## config.mk

```make
export PLATFORM = sky130hd
export DESIGN_NAME = hazard_stall_unit
export DESIGN_NICKNAME = d
export VERILOG_FILES = /design/src/rtl/hazard_stall_unit_pkg.sv /design/src/rtl/hazard_stall_unit_md_busy_tracker.sv /design/src/rtl/hazard_stall_unit.sv
export SDC_FILE = /design/constraint.sdc
export NUM_CORES = 1
export LEC_CHECK = 0
export ABC_AREA = 0
export CORE_MARGIN = 2
export CORE_UTILIZATION = 42
export DETAILED_ROUTE_END_ITERATION = 8
export MAX_ROUTING_LAYER = met4
export PLACE_DENSITY = 0.86
export SLEW_MARGIN = 20
export SYNTH_ARGS = -nofsm -noshare
export SYNTH_HDL_FRONTEND = slang
export SYNTH_SLANG_ARGS = --single-unit
```

## constraint.sdc

```tcl
create_clock -name clk -period 3.1 [get_ports clk]
set_clock_uncertainty 0.15 [all_clocks]
set_input_delay 0.465 -clock clk [delete_from_list [all_inputs] [get_ports clk]]
set_output_delay 0.465 -clock clk [all_outputs]
set_load 0.005 [all_outputs]
```

## src/rtl/hazard_stall_unit_pkg.sv

```systemverilog
// Shared constants and busy-state encoding for the hazard/stall controller.
package hazard_stall_unit_pkg;

  localparam int unsigned MULT_LAT_DEF = 4;
  localparam int unsigned DIV_LAT_DEF  = 32;
  localparam logic [4:0]  REG_ZERO     = 5'd0;

  typedef enum logic {
    MD_IDLE = 1'b0,
    MD_BUSY = 1'b1
  } md_state_t;

endpackage

```

## src/rtl/hazard_stall_unit_md_busy_tracker.sv

```systemverilog
// Multiply/divide busy window: loads the op latency, counts down, pulses md_done.
module md_busy_tracker
  import hazard_stall_unit_pkg::*;
#(
  parameter int unsigned MULT_LAT = MULT_LAT_DEF,
  parameter int unsigned DIV_LAT  = DIV_LAT_DEF,
  parameter int unsigned CNT_W    = 6
) (
  input  logic clk,
  input  logic rst,
  input  logic md_start,
  input  logic md_div,
  output logic md_busy,
  output logic md_done
);

  if (MULT_LAT < 1 || (MULT_LAT >> CNT_W) != 0) begin : g_bad_mult_lat
    $error("MULT_LAT must be >= 1 and fit in CNT_W bits");
  end
  if (DIV_LAT < 1 || (DIV_LAT >> CNT_W) != 0) begin : g_bad_div_lat
    $error("DIV_LAT must be >= 1 and fit in CNT_W bits");
  end

  localparam logic [CNT_W-1:0] MULT_LD = CNT_W'(MULT_LAT);
  localparam logic [CNT_W-1:0] DIV_LD  = CNT_W'(DIV_LAT);
  localparam logic [CNT_W-1:0] CNT_ONE = CNT_W'(1);

  md_state_t        state, state_nx;
  logic [CNT_W-1:0] cnt, cnt_nx;
  logic             done_nx;

  always_ff @(posedge clk) begin
    if (rst) begin
      state   <= MD_IDLE;
      cnt     <= '0;
      md_done <= 1'b0;
    end else begin
      state   <= state_nx;
      cnt     <= cnt_nx;
      md_done <= done_nx;
    end
  end

  // A start arriving while BUSY is ignored; the ID-side hazard prevents it legally.
  always_comb begin
    state_nx = state;
    cnt_nx   = cnt;
    done_nx  = 1'b0;
    case (state)
      MD_IDLE: begin
        if (md_start) begin
          cnt_nx   = md_div ? DIV_LD : MULT_LD;
          state_nx = MD_BUSY;
        end
      end
      MD_BUSY: begin
        cnt_nx = cnt - CNT_ONE;
        if (cnt == CNT_ONE) begin
          done_nx  = 1'b1;
          state_nx = MD_IDLE;
        end
      end
      default: begin
        cnt_nx   = '0;
        state_nx = MD_IDLE;
      end
    endcase
  end

  assign md_busy = (cnt != '0);

endmodule

```

## src/rtl/hazard_stall_unit.sv

```systemverilog
// Hazard detection / stall control for the 5-stage pipeline.
// Optional performance counters enabled by defining HAZ_PERF_CNT_EN.
module hazard_stall_unit
  import hazard_stall_unit_pkg::*;
#(
  parameter int unsigned MULT_LAT = MULT_LAT_DEF,
  parameter int unsigned DIV_LAT  = DIV_LAT_DEF,
  parameter int unsigned CNT_W    = 6
) (
  input  logic        clk,
  input  logic        rst,
  input  logic [4:0]  id_rs,
  input  logic [4:0]  id_rt,
  input  logic        id_use_rs,
  input  logic        id_use_rt,
  input  logic        id_branch,
  input  logic        id_hilo_rd,
  input  logic        id_md,
  input  logic [4:0]  ex_rd,
  input  logic        ex_regwrite,
  input  logic        ex_memread,
  input  logic        ex_md_start,
  input  logic        ex_md_div,
  input  logic [4:0]  mem_rd,
  input  logic        mem_memread,
  output logic        pc_en,
  output logic        ifid_en,
  output logic        idex_bubble,
  output logic        md_busy,
  output logic        md_done
`ifdef HAZ_PERF_CNT_EN
  ,
  output logic [31:0] stall_cycles,
  output logic [31:0] load_use_cnt,
  output logic [31:0] md_wait_cnt
`endif
);

  function automatic logic hit(input logic [4:0] src, input logic en, input logic [4:0] dst);
    return en && (src != REG_ZERO) && (src == dst);
  endfunction

  logic src_ex, src_mem;
  logic load_use, br_haz, md_haz, stall;

  assign src_ex  = hit(id_rs, id_use_rs, ex_rd)  | hit(id_rt, id_use_rt, ex_rd);
  assign src_mem = hit(id_rs, id_use_rs, mem_rd) | hit(id_rt, id_use_rt, mem_rd);

  assign load_use = ex_memread & ex_regwrite & src_ex;
  assign br_haz   = id_branch & ((ex_regwrite & src_ex) | (mem_memread & src_mem));
  assign md_haz   = (id_hilo_rd | id_md) & (md_busy | ex_md_start);

  // Reset forces the pipeline to run regardless of hazard inputs.
  assign stall       = ~rst & (load_use | br_haz | md_haz);
  assign pc_en       = ~stall;
  assign ifid_en     = ~stall;
  assign idex_bubble = stall;

  md_busy_tracker #(
    .MULT_LAT (MULT_LAT),
    .DIV_LAT  (DIV_LAT),
    .CNT_W    (CNT_W)
  ) u_md_busy_tracker (
    .clk      (clk),
    .rst      (rst),
    .md_start (ex_md_start),
    .md_div   (ex_md_div),
    .md_busy  (md_busy),
    .md_done  (md_done)
  );

`ifdef HAZ_PERF_CNT_EN
  always_ff @(posedge clk) begin
    if (rst) begin
      stall_cycles <= '0;
      load_use_cnt <= '0;
      md_wait_cnt  <= '0;
    end else begin
      stall_cycles <= stall_cycles + 32'(stall);
      load_use_cnt <= load_use_cnt + 32'(load_use);
      md_wait_cnt  <= md_wait_cnt + 32'(md_haz);
    end
  end
`endif

endmodule
```

# [Word level (Yosys, flattened, before mapping)]
# Cells that the tools add are included.
[word_totals] register_bits=8 input_bits=32 out_inout_bits=5 word_cells=44
[op_classes] add_sub_neg=1 n_eq_ne=6 n_mux=7 n_bitwise=17 n_reduce_logical=10
[op_table] cell="$eq A5 B5 Y1" n=4
[op_table] cell="$mux W6" n=2
[op_table] cell="$pmux W6 S2" n=1
[op_table] cell="$reduce_bool A5 Y1" n=2
[op_table] cell="$and A1 B1 Y1" n=7
[op_table] cell="$or A1 B1 Y1" n=7
[op_table] cell="$eq A6 B1 Y1 const B" n=1
[op_table] cell="$logic_and A1 B1 Y1" n=6
[op_table] cell="$reduce_bool A6 Y1" n=1
[op_table] cell="$sub A6 B1 Y6 const B" n=1
[op_table] cell="$mux W1" n=3
[op_table] cell="$not A1 Y1" n=3
[op_table] cell="$ne A2 B2 Y1 const B" n=1
[op_table] cell="$pmux W1 S2" n=1
[op_table] cell="$reduce_or A2 Y1" n=1

# [Logic depth before layout (Yosys ltp)]
[depth] ltp_word=11 ltp_mapped=6 ltp_nobuf=5

# [By module]
# Synthesis repeated with hierarchy kept, for this count alone.
[unflattened] cells_unflattened=86 area_unflattened_um2=724.4
[modules_own_cells] module="md_busy_tracker" instances=1 cells_each=42 area_per_inst_um2=412.9 seq_area_each_um2=160.2
[modules_own_cells] module="hazard_stall_unit" instances=1 cells_each=44 area_per_inst_um2=311.5 seq_area_each_um2=0.0

# [Worst setup path after synthesis]
# No wires, ideal clock.
[synth_timing] path_kind="input to output" startpoint="input id_rt[1]" endpoint="output pc_en" t_arrival_ns=1.670 required_time_ns=2.485 setup_slack_ns=0.815 cell_stages=6 path_buffers=1 cell_sequence="or4_1 > o211ai_1 > nor4_1 > o21ai_2 > o221a_2 > buf_4"
[synth_via] elab_chain_cells=11
[synth_rtl] item="start, declared" line="hazard_stall_unit.sv:13" rtl="input logic [4:0] id_rt,"
[synth_rtl] item="$reduce_bool A5 Y1" line="hazard_stall_unit.sv:40" rtl="return en && (src != REG_ZERO) && (src == dst);"
[synth_rtl] item="$logic_and A1 B1 Y1 (2 in a row)" line="hazard_stall_unit.sv:40"
[synth_rtl] item="$or A1 B1 Y1, on equally long branches" line="hazard_stall_unit.sv:46, hazard_stall_unit.sv:47"
[synth_rtl] item="$and A1 B1 Y1" line="hazard_stall_unit.sv:50" rtl="assign br_haz = id_branch & ((ex_regwrite & src_ex) | (mem_memread & src_mem));"
[synth_rtl] item="$or A1 B1 Y1" line="hazard_stall_unit.sv:50"
[synth_rtl] item="$and A1 B1 Y1" line="hazard_stall_unit.sv:50"
[synth_rtl] item="$or A1 B1 Y1 * (2 in a row)" line="hazard_stall_unit.sv:54" rtl="assign stall = ~rst & (load_use | br_haz | md_haz);"
[synth_rtl] item="$and A1 B1 Y1 *" line="hazard_stall_unit.sv:54"
[synth_rtl] item="$not A1 Y1 *"
[synth_rtl] item="end, declared" line="hazard_stall_unit.sv:26" rtl="output logic pc_en,"
# Every way passes the cells marked *; elsewhere a longest branch is shown, timed or not.

# [Final worst setup path]
[layout_timing] startpoint="input id_rt[1]" endpoint="output pc_en"
[layout_via] elab_chain_cells=11
[layout_rtl] item="$reduce_bool A5 Y1" line="hazard_stall_unit.sv:40"
[layout_rtl] item="$logic_and A1 B1 Y1 (2 in a row)" line="hazard_stall_unit.sv:40"
[layout_rtl] item="$or A1 B1 Y1, on equally long branches" line="hazard_stall_unit.sv:46, hazard_stall_unit.sv:47"
[layout_rtl] item="$and A1 B1 Y1" line="hazard_stall_unit.sv:50"
[layout_rtl] item="$or A1 B1 Y1" line="hazard_stall_unit.sv:50"
[layout_rtl] item="$and A1 B1 Y1" line="hazard_stall_unit.sv:50"
[layout_rtl] item="$or A1 B1 Y1 * (2 in a row)" line="hazard_stall_unit.sv:54"
[layout_rtl] item="$and A1 B1 Y1 *" line="hazard_stall_unit.sv:54"
[layout_rtl] item="$not A1 Y1 *" line="hazard_stall_unit.sv:55" rtl="assign pc_en = ~stall;"
# Marks and branches as above.

==> results.toml <==
[timing]
tightestPinTransition_ns = 0.4611
period_minus_slack_ns = 2.889
timing.final.crit_share_pct = 93.19
max_freq_mhz = 346.2
setup_viol = 0
max_slew_margin_pct = 69.22
drv_slew = 0
hold_viol = 0
timing.hold.ws_ns = 0.3537
rsz0062_at_grt = "no"

[clock_tree]
cts_buffers = 3
cts_tree = "built"
clkLatencyLatePin_ns = 0.26
clockRootBuffer = "clkbuf_4"
cts.sinks = 8
clk_path_buf_depth = 2
htree_levels = 1
cts.clk_slew.worst_paths_ns = 0.05

[cells_and_area]
finish.utilization_pct = 75.97
num_antenna_cells = 0
drive_above_1_share_pct = 11.85
area_delta_synth_final_pct = 64.21
finalNetCount = 171

[drt]
wl_um = 2055
wl_met1_um = 735
vias_per_cell = 5.656
ant_nets = 0
drt_iter0_drc = 13
drc = 0
wire_per_inst_um = 13.61
top_layer = "met4"
via_count = 854
firstDrtPassIters = 4
dr_wl_met2_um = 1065
wl_met3_um = 134

[synth]
yosys_warnings = 0
synth_cell_types = 33
synth_nets = 124
ys.flop_type = "dfxtp_1"
synth_area_um2 = 713.2
synthCells = 90
yosysSeqAreaShare_pct = 22.46
async_flop_share_pct = 0
synth-seq-cells = 8
postSynthAreaPerCell_um2 = 7.924
synth-edff-count = 0

[worst_setup_path]
crit_fanout = 2
r2r_cells = 5
arrival_ns = 2.27
start_kind = "primary input"
rrSetupSlack_ns = 1.69
reg2reg_from = "u_md_busy_tracker.cnt[0]"
cp.required_ns = 2.48
cp-end-kind = "output port"
path_class = "in -> out"
timing.rr.end = "u_md_busy_tracker.cnt[5]"

[floorplan]
coreArea_um2 = 1541
die_area_um2 = 2043
io_pins = 37
initial_utilization_pct = 46.27
die_h_um = 45.21
die_width_um = 45.21
rows = 14

[hold_path]
min_to = "u_md_busy_tracker.cnt[2]"
hp-start = "u_md_busy_tracker.cnt[2]"
worstHoldPathCells = 2
hp-class = "reg -> reg"

[power_and_ir_drop]
peakVddDrop_mv = 0.2194
p_clk_share_pct = 23.3
power_frac_seq_pct = 34.2
p_leak_nw = 0.4418
p_comb_share_pct = 42.6
p_sw_share_pct = 30.68
power_density_nw_per_um2 = 303.5
power.internal_w = 0.0002464
p_sw_w = 0.0001090

[grt]
antenna_found_initial = 0
grt_usage_pct = 24.60
grt_pass1_vias = 821
grt_max_degree = 16
grt_pass1_wl_um = 3401
gr-total-overflow = 0

[place]
hpwlAfterDp_um = 1784
port_buffers = 36
place_congestion = 0.9151

[job]
timing.max_cap.violations = 0

[run_status]
status = "completed"
[placed cells by master, fill, tap and decap left out]
master	n
dlygate4sd2_1	3
o221a_2	2
nand2b_1	1
xor2_1	8
nor4_1	4
or4_1	1
or4_4	1
or3_1	1
nor3_1	2
nor2_1	10
o21ai_0	5
and4_1	1
nand4_1	2
clkdlybuf4s50_1	32
buf_4	9
ha_1	2
o21ai_2	1
a41oi_1	1
mux2i_1	1
nand3_1	4
dfxtp_1	8
inv_1	3
nor3b_1	1
a31oi_1	1
dlymetal6s2s_1	1
nor2b_1	2
o221ai_1	1
o21bai_1	1
o31a_1	1
a21boi_0	1
nand2_1	2
clkbuf_4	3
xnor2_1	12
nand4b_1	1
o211ai_1	2
a21oi_1	4
[critical path, stage by stage]
cell,delay (ns)
clkdlybuf4s50_1,0.41
or4_1,0.55
o211ai_1,0.19
nor4_1,0.09
o21ai_2,0.15
o221a_2,0.19
dlygate4sd2_1,0.23
[cell type report]
type                            instances  area (um2)
Clock buffer                            3       22.52
Fill cell                             126       370.4
Inverter                                3       11.26
Multi-Input combinational cell         76       530.5
Sequential cell                         8       160.2
Tap cell                               16       20.02
Timing Repair Buffer                   45       426.7
[timing repair]
action | CTS | global route
buffers inserted | 0 | 0
pin swaps | 2 | 1
hold buffers | 0 | 0
setup endpoints to repair | 3 | 1
gates resized for setup | 4 | 1
[power groups by stage]
stage	combinational (W)	sequential (W)	clock, W
2_1_floorplan	0.0000716	0.000119	0
3_3_place_gp	0.000148	0.000123	0
3_5_place_dp	0.000153	0.000123	0
4_1_cts	0.000152	0.000121	0.0000865
5_1_grt	0.000166	0.000122	0.0000944
6_report	0.000151	0.000121	0.0000827
[layer usage]
layer	vias up	track usage, %
met1	372	24.22
li1	423	-
met5	-	-
met4	0	17.65
met2	45	42.00
met3	14	5.600
[kinds of logic after synthesis]
family          synth area share [%]
fa+ha+maj                      3.508
flops                          22.46
mux                            1.404
xor+xnor                       24.56
buf+inv                        3.683
simple gates                   24.91
compound gates                 19.47
[registers in the layout, indices dropped and copies added (netlist names)]
name and flops:
u_md_busy_tracker.cnt 6, u_md_busy_tracker.state 1, u_md_busy_tracker.md_done 1
[stage by stage]
step	area, um2	instances	worst slack (ns)	setup TNS (ns)	power, W
2_1_floorplan	713.2	90	0.8146	0	0.0001906
3_3_place_gp	1146	148	-0.06486	-0.1284	0.0002703
3_5_place_dp	1146	148	-0.1366	-0.3083	0.0002765
4_1_cts	1169	151	0.01747	0	0.0003590
5_1_grt	1171	151	0.1257	0	0.0003829
6_report	1171	151	0.2112	0	0.0003554
[synthesized netlist by cell type (2+ instances only)]
cell      instances  area, um2
nor4_1            4      25.02
o211ai_1          2      15.01
a21oi_1           4      20.02
nand4_1           2      12.51
nand2_1           2      7.510
nor2_1           10      37.54
or4_1             2      15.01
dfxtp_1           8      160.2
nand3_1           4      20.02
ha_1              2      25.02
inv_1             3      11.26
xor2_1            8      70.07
nor2b_1           2      12.51
nor3_1            2      10.01
xnor2_1          12      105.1
o21ai_0           5      25.02
o221a_2           2      22.52
[how the worst max path moves through the flow]
| stage | start | to | depth (start not counted) |
|---|---|---|---|
| final | id_rt[1] | pc_en | 7 |
| after global routing | id_rs[2] | ifid_en | 7 |
| after CTS | id_rs[2] | idex_bubble | 7 |
| after detailed placement | id_rs[1] | pc_en | 7 |
| after global placement | id_rs[1] | ifid_en | 7 |
| after floorplan | id_rt[1] | pc_en | 6 |
(Power assumes the default switching activity.)
